**src/rtl/chord_square_synth.sv**
```systemverilog
// Three-voice square-wave triad synthesizer for a 24-bit audio codec.
// The lowest pressed key selects the root; a free-running divider paces codec writes.
module chord_square_synth #(
  parameter logic [23:0] AMP        = 24'd2000000,
  parameter int unsigned SAMPLE_DIV = 1042
) (
  input  logic               CLOCK_50,
  input  logic               reset,
  input  logic [17:0]        key_bus,
  input  logic               minor,
  input  logic               audio_out_allowed,
  output logic               write_audio_out,
  output logic signed [23:0] sample_out,
  output logic               playing
);

  localparam int unsigned       DIV_W    = (SAMPLE_DIV > 1) ? $clog2(SAMPLE_DIV) : 1;
  localparam logic [DIV_W-1:0]  DIV_LAST = DIV_W'(SAMPLE_DIV - 1);
  localparam logic signed [23:0] AMP_S   = $signed(AMP);

  typedef enum logic {IDLE, PLAY} state_t;

  state_t             state;
  logic [17:0]        key_q;
  logic               minor_q;
  logic [4:0]         root_idx;
  logic [4:0]         root_q;
  logic               minor_s;
  logic               note_present;
  logic               chord_change;
  logic [4:0]         note [3];
  logic [16:0]        half [3];
  logic [16:0]        cnt  [3];
  logic [2:0]         lvl;
  logic signed [23:0] voice_sum;
  logic signed [23:0] chord_q;
  logic [DIV_W-1:0]   div;
  logic               tick;
  logic               pending;

  function automatic logic [16:0] half_period(input logic [4:0] n);
    case (n)
      5'd0:    half_period = 17'd95556;
      5'd1:    half_period = 17'd90193;
      5'd2:    half_period = 17'd85131;
      5'd3:    half_period = 17'd80353;
      5'd4:    half_period = 17'd75843;
      5'd5:    half_period = 17'd71586;
      5'd6:    half_period = 17'd67569;
      5'd7:    half_period = 17'd63776;
      5'd8:    half_period = 17'd60197;
      5'd9:    half_period = 17'd56818;
      5'd10:   half_period = 17'd53629;
      5'd11:   half_period = 17'd50619;
      5'd12:   half_period = 17'd47778;
      5'd13:   half_period = 17'd45097;
      5'd14:   half_period = 17'd42566;
      5'd15:   half_period = 17'd40177;
      5'd16:   half_period = 17'd37922;
      5'd17:   half_period = 17'd35793;
      5'd18:   half_period = 17'd33784;
      5'd19:   half_period = 17'd31888;
      5'd20:   half_period = 17'd30098;
      5'd21:   half_period = 17'd28409;
      5'd22:   half_period = 17'd26815;
      5'd23:   half_period = 17'd25310;
      default: half_period = 17'd23889;
    endcase
  endfunction

  always_ff @(posedge CLOCK_50) begin
    if (reset) begin
      key_q   <= '0;
      minor_q <= 1'b0;
    end else begin
      key_q   <= key_bus;
      minor_q <= minor;
    end
  end

  // Scan from the top down so the lowest set bit is the last assignment.
  always_comb begin
    note_present = |key_q;
    root_idx     = '0;
    for (int unsigned k = 0; k < 18; k++) begin
      if (key_q[17 - k]) root_idx = 5'(17 - k);
    end
    chord_change = (root_idx != root_q) || (minor_q != minor_s);
  end

  always_comb begin
    note[0]   = root_q;
    note[1]   = root_q + (minor_s ? 5'd3 : 5'd4);
    note[2]   = root_q + 5'd7;
    voice_sum = '0;
    for (int unsigned v = 0; v < 3; v++) begin
      half[v]   = half_period(note[v]);
      voice_sum = voice_sum + (lvl[v] ? AMP_S : -AMP_S);
    end
  end

  always_ff @(posedge CLOCK_50) begin
    if (reset) begin
      state   <= IDLE;
      playing <= 1'b0;
      root_q  <= '0;
      minor_s <= 1'b0;
      lvl     <= '1;
      for (int unsigned v = 0; v < 3; v++) cnt[v] <= '0;
    end else begin
      case (state)
        IDLE: begin
          lvl <= '1;
          for (int unsigned v = 0; v < 3; v++) cnt[v] <= '0;
          if (note_present) begin
            state   <= PLAY;
            playing <= 1'b1;
            root_q  <= root_idx;
            minor_s <= minor_q;
          end
        end
        PLAY: begin
          if (!note_present) begin
            state   <= IDLE;
            playing <= 1'b0;
            lvl     <= '1;
            for (int unsigned v = 0; v < 3; v++) cnt[v] <= '0;
          end else if (chord_change) begin
            root_q  <= root_idx;
            minor_s <= minor_q;
            lvl     <= '1;
            for (int unsigned v = 0; v < 3; v++) cnt[v] <= '0;
          end else begin
            for (int unsigned v = 0; v < 3; v++) begin
              if (cnt[v] == half[v] - 17'd1) begin
                cnt[v] <= '0;
                lvl[v] <= ~lvl[v];
              end else begin
                cnt[v] <= cnt[v] + 17'd1;
              end
            end
          end
        end
        default: state <= IDLE;
      endcase
    end
  end

  always_ff @(posedge CLOCK_50) begin
    if (reset) chord_q <= '0;
    else       chord_q <= (state == PLAY) ? voice_sum : '0;
  end

  assign tick = (div == DIV_LAST);

  // The strobe is combinational so the codec captures sample_out before a
  // coincident tick replaces it; reset masks it on the reset edge itself.
  assign write_audio_out = pending & audio_out_allowed & ~reset;

  always_ff @(posedge CLOCK_50) begin
    if (reset) begin
      div        <= '0;
      pending    <= 1'b0;
      sample_out <= '0;
    end else begin
      div <= tick ? '0 : div + 1'b1;
      if (tick) begin
        sample_out <= chord_q;
        pending    <= 1'b1;
      end else if (write_audio_out) begin
        pending <= 1'b0;
      end
    end
  end

endmodule

```
**config.mk**
```make
export PLATFORM = sky130hd
export DESIGN_NAME = chord_square_synth
export DESIGN_NICKNAME = d
export VERILOG_FILES = /design/src/rtl/chord_square_synth.sv
export SDC_FILE = /design/constraint.sdc
export NUM_CORES = 1
export LEC_CHECK = 0
export CORE_UTILIZATION = 35
export CTS_BUF_LIST = sky130_fd_sc_hd__clkbuf_4
export CTS_CLUSTER_DIAMETER = 40
export DETAILED_ROUTE_END_ITERATION = 8
export RECOVER_POWER = 50
export SKIP_CTS_REPAIR_TIMING = 1
export SLEW_MARGIN = 20
export SYNTH_ARGS = -nofsm -noshare
export SYNTH_HDL_FRONTEND = slang
export SYNTH_SLANG_ARGS = --single-unit
```
**constraint.sdc**
```tcl
create_clock -name CLOCK_50 -period 7.12 [get_ports CLOCK_50]
set_input_delay 0.712 -clock CLOCK_50 [delete_from_list [all_inputs] [get_ports CLOCK_50]]
set_output_delay 0.712 -clock CLOCK_50 [all_outputs]
set_load 0.02 [all_outputs]
```
==> impl_metrics.json <==
{
  "grt_antenna_before_repair": 1,
  "cts-htree-levels": 4,
  "worst-endpoint-required_ns": 7.43,
  "synth_edf_count": 51,
  "syn-instance-count": 1363,
  "clock_slew_at_reported_path_ffs_ns": 0.14,
  "peakVddDrop_uv": 125,
  "port_buf_inserts": 40,
  "globalRouteOverflowTotal": 0,
  "placeableCoreArea_sq_um": 31800,
  "first_iter_violations": 855,
  "setup_tns_ns": 0,
  "r2r_cells": 18,
  "tightestPinTransition_ns": 2.53,
  "finalSetupViolations": 0,
  "worstHoldEndpoint": "sample_out[8]$_SDFFE_PP0P_",
  "pin_count_of_the_biggest_net_entering_global_routing": 62,
  "ys_ff_latch": 144,
  "start_util_pct": 35.8,
  "syn-mean-instance-area_sq_um": 8.35,
  "clock_tree.root_cell": "sky130_fd_sc_hd__clkbuf_4",
  "io-pin-count": 48,
  "worstSetupEndpointType": "flip-flop",
  "yosys-mux-area-fraction_pct": 3.40,
  "final-hold-violation-count": 0,
  "insertion_delay_ns": 0.58,
  "min_period_ns": 5.81,
  "grt_usage_pct": 17.8,
  "holdPathStages": 2,
  "synthSimpleGateAreaFrac_pct": 23.4,
  "critical_path.reg2reg.endpoint": "cnt[2][2]$_SDFFCE_PN0P_",
  "drtPass1Iterations": 5,
  "layout.filler_cells": 3268,
  "failing_checks": "capacitance limit, slew limit",
  "synth_top_family_by_area": "simple AND/OR/NAND/NOR gates",
  "setup.worst_path.start_class": "flip-flop",
  "final_net_count": 1441,
  "route.detailed.wl_per_inst_um": 16.1,
  "numCtsBuffers": 17,
  "place_congestion": 0.924,
  "reg2reg_slack_ns": 1.31,
  "synth-adder-area-share_pct": 6.69,
  "drc": 0,
  "grt_setup_unrepaired": "false",
  "fmax_ghz": 0.172,
  "detail_placement_hpwl_um": 21100,
  "total_via_count_in_the_routed_design": 10070,
  "dieHeight_um": 182,
  "synth_cell_type_count": 105,
  "grt_pass1_wl_um": 48800,
  "worst_r2r_startpoint": "root_q[0]$_SDFFE_PP0N_",
  "grt_pass1_vias": 9549,
  "placed_area_sq_um": 12000,
  "cts_tree": "done",
  "layout.cell_area.non_filler_sq_um": 12300,
  "hold_path_class": "reg -> reg",
  "max_slew_violations": 62,
  "synth_top_cell_area_share_pct": 16.4,
  "yosysWarningCount": 0,
  "skew_ns": 0.0538,
  "vias_per_cell": 5.57,
  "drive_above_1_share_pct": 6.85,
  "criticalPathCategory": "reg -> reg",
  "synth_top_cells_by_count": "sky130_fd_sc_hd__nor2_1, sky130_fd_sc_hd__dfxtp_1, sky130_fd_sc_hd__nand2_1",
  "ant_nets": 0,
  "synth.largest_area_cell": "sky130_fd_sc_hd__dfxtp_1",
  "power_density_nw_per_um2": 190,
  "asyncSetResetFlopFracSynth_pct": 0,
  "hold_path.startpoint": "chord_q[8]$_SDFF_PP0_",
  "route.final.wire_length_um": 29100,
  "synth-seq-area-share_pct": 29.8,
  "cts-root-to-sink-buffers": 2,
  "final_min_period_over_clock_period_pct": 81.6,
  "arrival_time_worst_endpoint_ns": 6.12,
  "area_growth_from_synthesis_to_final_layout_pct": 8.12,
  "power_leakage_nw": 4.68,
  "post-synth-top-count-cell": "sky130_fd_sc_hd__nor2_1",
  "synth-main-ff-cell": "sky130_fd_sc_hd__dfxtp_1",
  "synth.cell_area_sq_um": 11400,
  "slew_headroom_pct": -68.8,
  "die_width_um": 182,
  "run_status": "complete, but fails checks",
  "synth_xor_xnor_area_share_pct": 10.1,
  "synth-compound-area-share_pct": 21.1,
  "die_area_sq_um": 33200,
  "power.total_w": 0.00233,
  "crit_fanout": 27,
  "rows": 65,
  "clock-sinks": 144,
  "synth.area.top_cells": "sky130_fd_sc_hd__dfxtp_1, sky130_fd_sc_hd__edfxtp_1, sky130_fd_sc_hd__ha_1",
  "max_cap_violations": 1
}
-- stage by stage --
stage	hold slack (ns)	utilization, %	worst slack [ns]	cells
finish	0.483	38.7	1.31	1809
global route	0.496	38.7	0.824	1809
CTS	0.488	38.7	1.34	1808
detailed placement	0.456	37.8	1.36	1776
global placement	0.453	37.8	1.59	1776
floorplan	0.437	-	2.35	1369
-- layout by cell type (no fill, tap or decap), types with 14 or more instances in the layout --
master | synthesis | layout
sky130_fd_sc_hd__dfxtp_1 | 93 | 93
sky130_fd_sc_hd__inv_1 | 46 | 46
sky130_fd_sc_hd__nand2_1 | 92 | 92
sky130_fd_sc_hd__edfxtp_1 | 51 | 51
sky130_fd_sc_hd__dlygate4sd3_1 | 0 | 19
sky130_fd_sc_hd__o21ai_0 | 51 | 52
sky130_fd_sc_hd__nor2b_1 | 26 | 26
sky130_fd_sc_hd__ha_1 | 56 | 56
sky130_fd_sc_hd__a21oi_1 | 76 | 76
sky130_fd_sc_hd__nand3_1 | 56 | 56
sky130_fd_sc_hd__nand4_1 | 16 | 16
sky130_fd_sc_hd__a31oi_1 | 14 | 14
sky130_fd_sc_hd__and3_1 | 19 | 19
sky130_fd_sc_hd__nor4_1 | 19 | 20
sky130_fd_sc_hd__xnor2_1 | 66 | 66
sky130_fd_sc_hd__nand2b_1 | 15 | 15
sky130_fd_sc_hd__mux2i_1 | 33 | 33
sky130_fd_sc_hd__clkbuf_4 | 0 | 18
sky130_fd_sc_hd__nor2_1 | 180 | 180
sky130_fd_sc_hd__clkdlybuf4s50_1 | 0 | 20
sky130_fd_sc_hd__a211oi_1 | 16 | 16
sky130_fd_sc_hd__nor3_1 | 29 | 29
sky130_fd_sc_hd__o211ai_1 | 15 | 15
sky130_fd_sc_hd__xor2_1 | 59 | 59
-- layout make-up --
type                       instances  area, sq um  area share [%]
antenna                            1         2.50          0.0203
clock buffer                      18          135            1.10
clock inverter                    14          171            1.39
inverter                          51          191            1.56
multi-input combinational       1092         7370            59.9
sequential                       144         3390            27.6
tap                              435          544            4.42
timing repair buffer              54          493            4.01
-- logic make-up (layout without fill, tap and decap cells) --
family	count (synthesis)	count (layout)
buf+inv	133	137
mux	37	37
compound gates	334	334
simple gates	527	527
flops	144	144
fa+ha+maj	59	59
xor+xnor	128	128
other cells	1	8
-- critical path, stage by stage (launching register included) --
cell,delay [ns]
sky130_fd_sc_hd__dfxtp_1,0.34
sky130_fd_sc_hd__buf_4,0.22
sky130_fd_sc_hd__inv_1,0.35
sky130_fd_sc_hd__ha_1,0.42
sky130_fd_sc_hd__inv_1,0.14
sky130_fd_sc_hd__ha_1,0.71
sky130_fd_sc_hd__inv_1,0.41
sky130_fd_sc_hd__nor2_1,0.28
sky130_fd_sc_hd__a22oi_1,0.12
sky130_fd_sc_hd__a311o_1,0.39
sky130_fd_sc_hd__inv_1,0.12
sky130_fd_sc_hd__ha_1,0.25
sky130_fd_sc_hd__xnor2_1,0.14
sky130_fd_sc_hd__a2111oi_0,0.36
sky130_fd_sc_hd__o2111ai_1,0.17
sky130_fd_sc_hd__a311o_1,0.35
sky130_fd_sc_hd__a211oi_2,0.20
sky130_fd_sc_hd__a21bo_1,0.49
sky130_fd_sc_hd__nor2_1,0.10
-- where the power goes --
| part | internal (W) | switching (W) | total (W) |
|---|---|---|---|
| Sequential | 0.000880 | 0.0000405 | 0.000921 |
| Combinational | 0.000336 | 0.000496 | 0.000832 |
| Clock | 0.000225 | 0.000355 | 0.000580 |
| Total | 0.00144 | 0.000892 | 0.00233 |
-- worst max path at each step --
stage,start,to,slack (ns)
2_1_floorplan,root_q[0]$_SDFFE_PP0N_,cnt[2][11]$_SDFFCE_PN0P_,2.35
3_3_place_gp,minor_s$_SDFFE_PP0N_,cnt[1][6]$_SDFFCE_PN0P_,1.59
3_5_place_dp,root_q[0]$_SDFFE_PP0N_,cnt[2][11]$_SDFFCE_PN0P_,1.36
4_1_cts,root_q[0]$_SDFFE_PP0N_,cnt[2][11]$_SDFFCE_PN0P_,1.34
5_1_grt,root_q[0]$_SDFFE_PP0N_,cnt[2][11]$_SDFFCE_PN0P_,0.82
6_report,root_q[0]$_SDFFE_PP0N_,cnt[2][2]$_SDFFCE_PN0P_,1.31
-- registers in the layout, indices dropped and copies added (netlist names) --
signal      cells
cnt            51
key_q          18
chord_q        17
half           17
sample_out     17
div            11
root_q          5
lvl             3
minor_q         1
minor_s         1
pending         1
playing         1
state           1
-- routing by layer --
layer	vias to the layer above	global-route usage [%]	share of wire, %
met1	4735	24.3	47
li1	4946	-	-
met2	336	28.0	45
met3	53	2.93	5.5
met4	0	6.59	2.3
met5	-	0	0
Power figures use the tool's default switching activity.
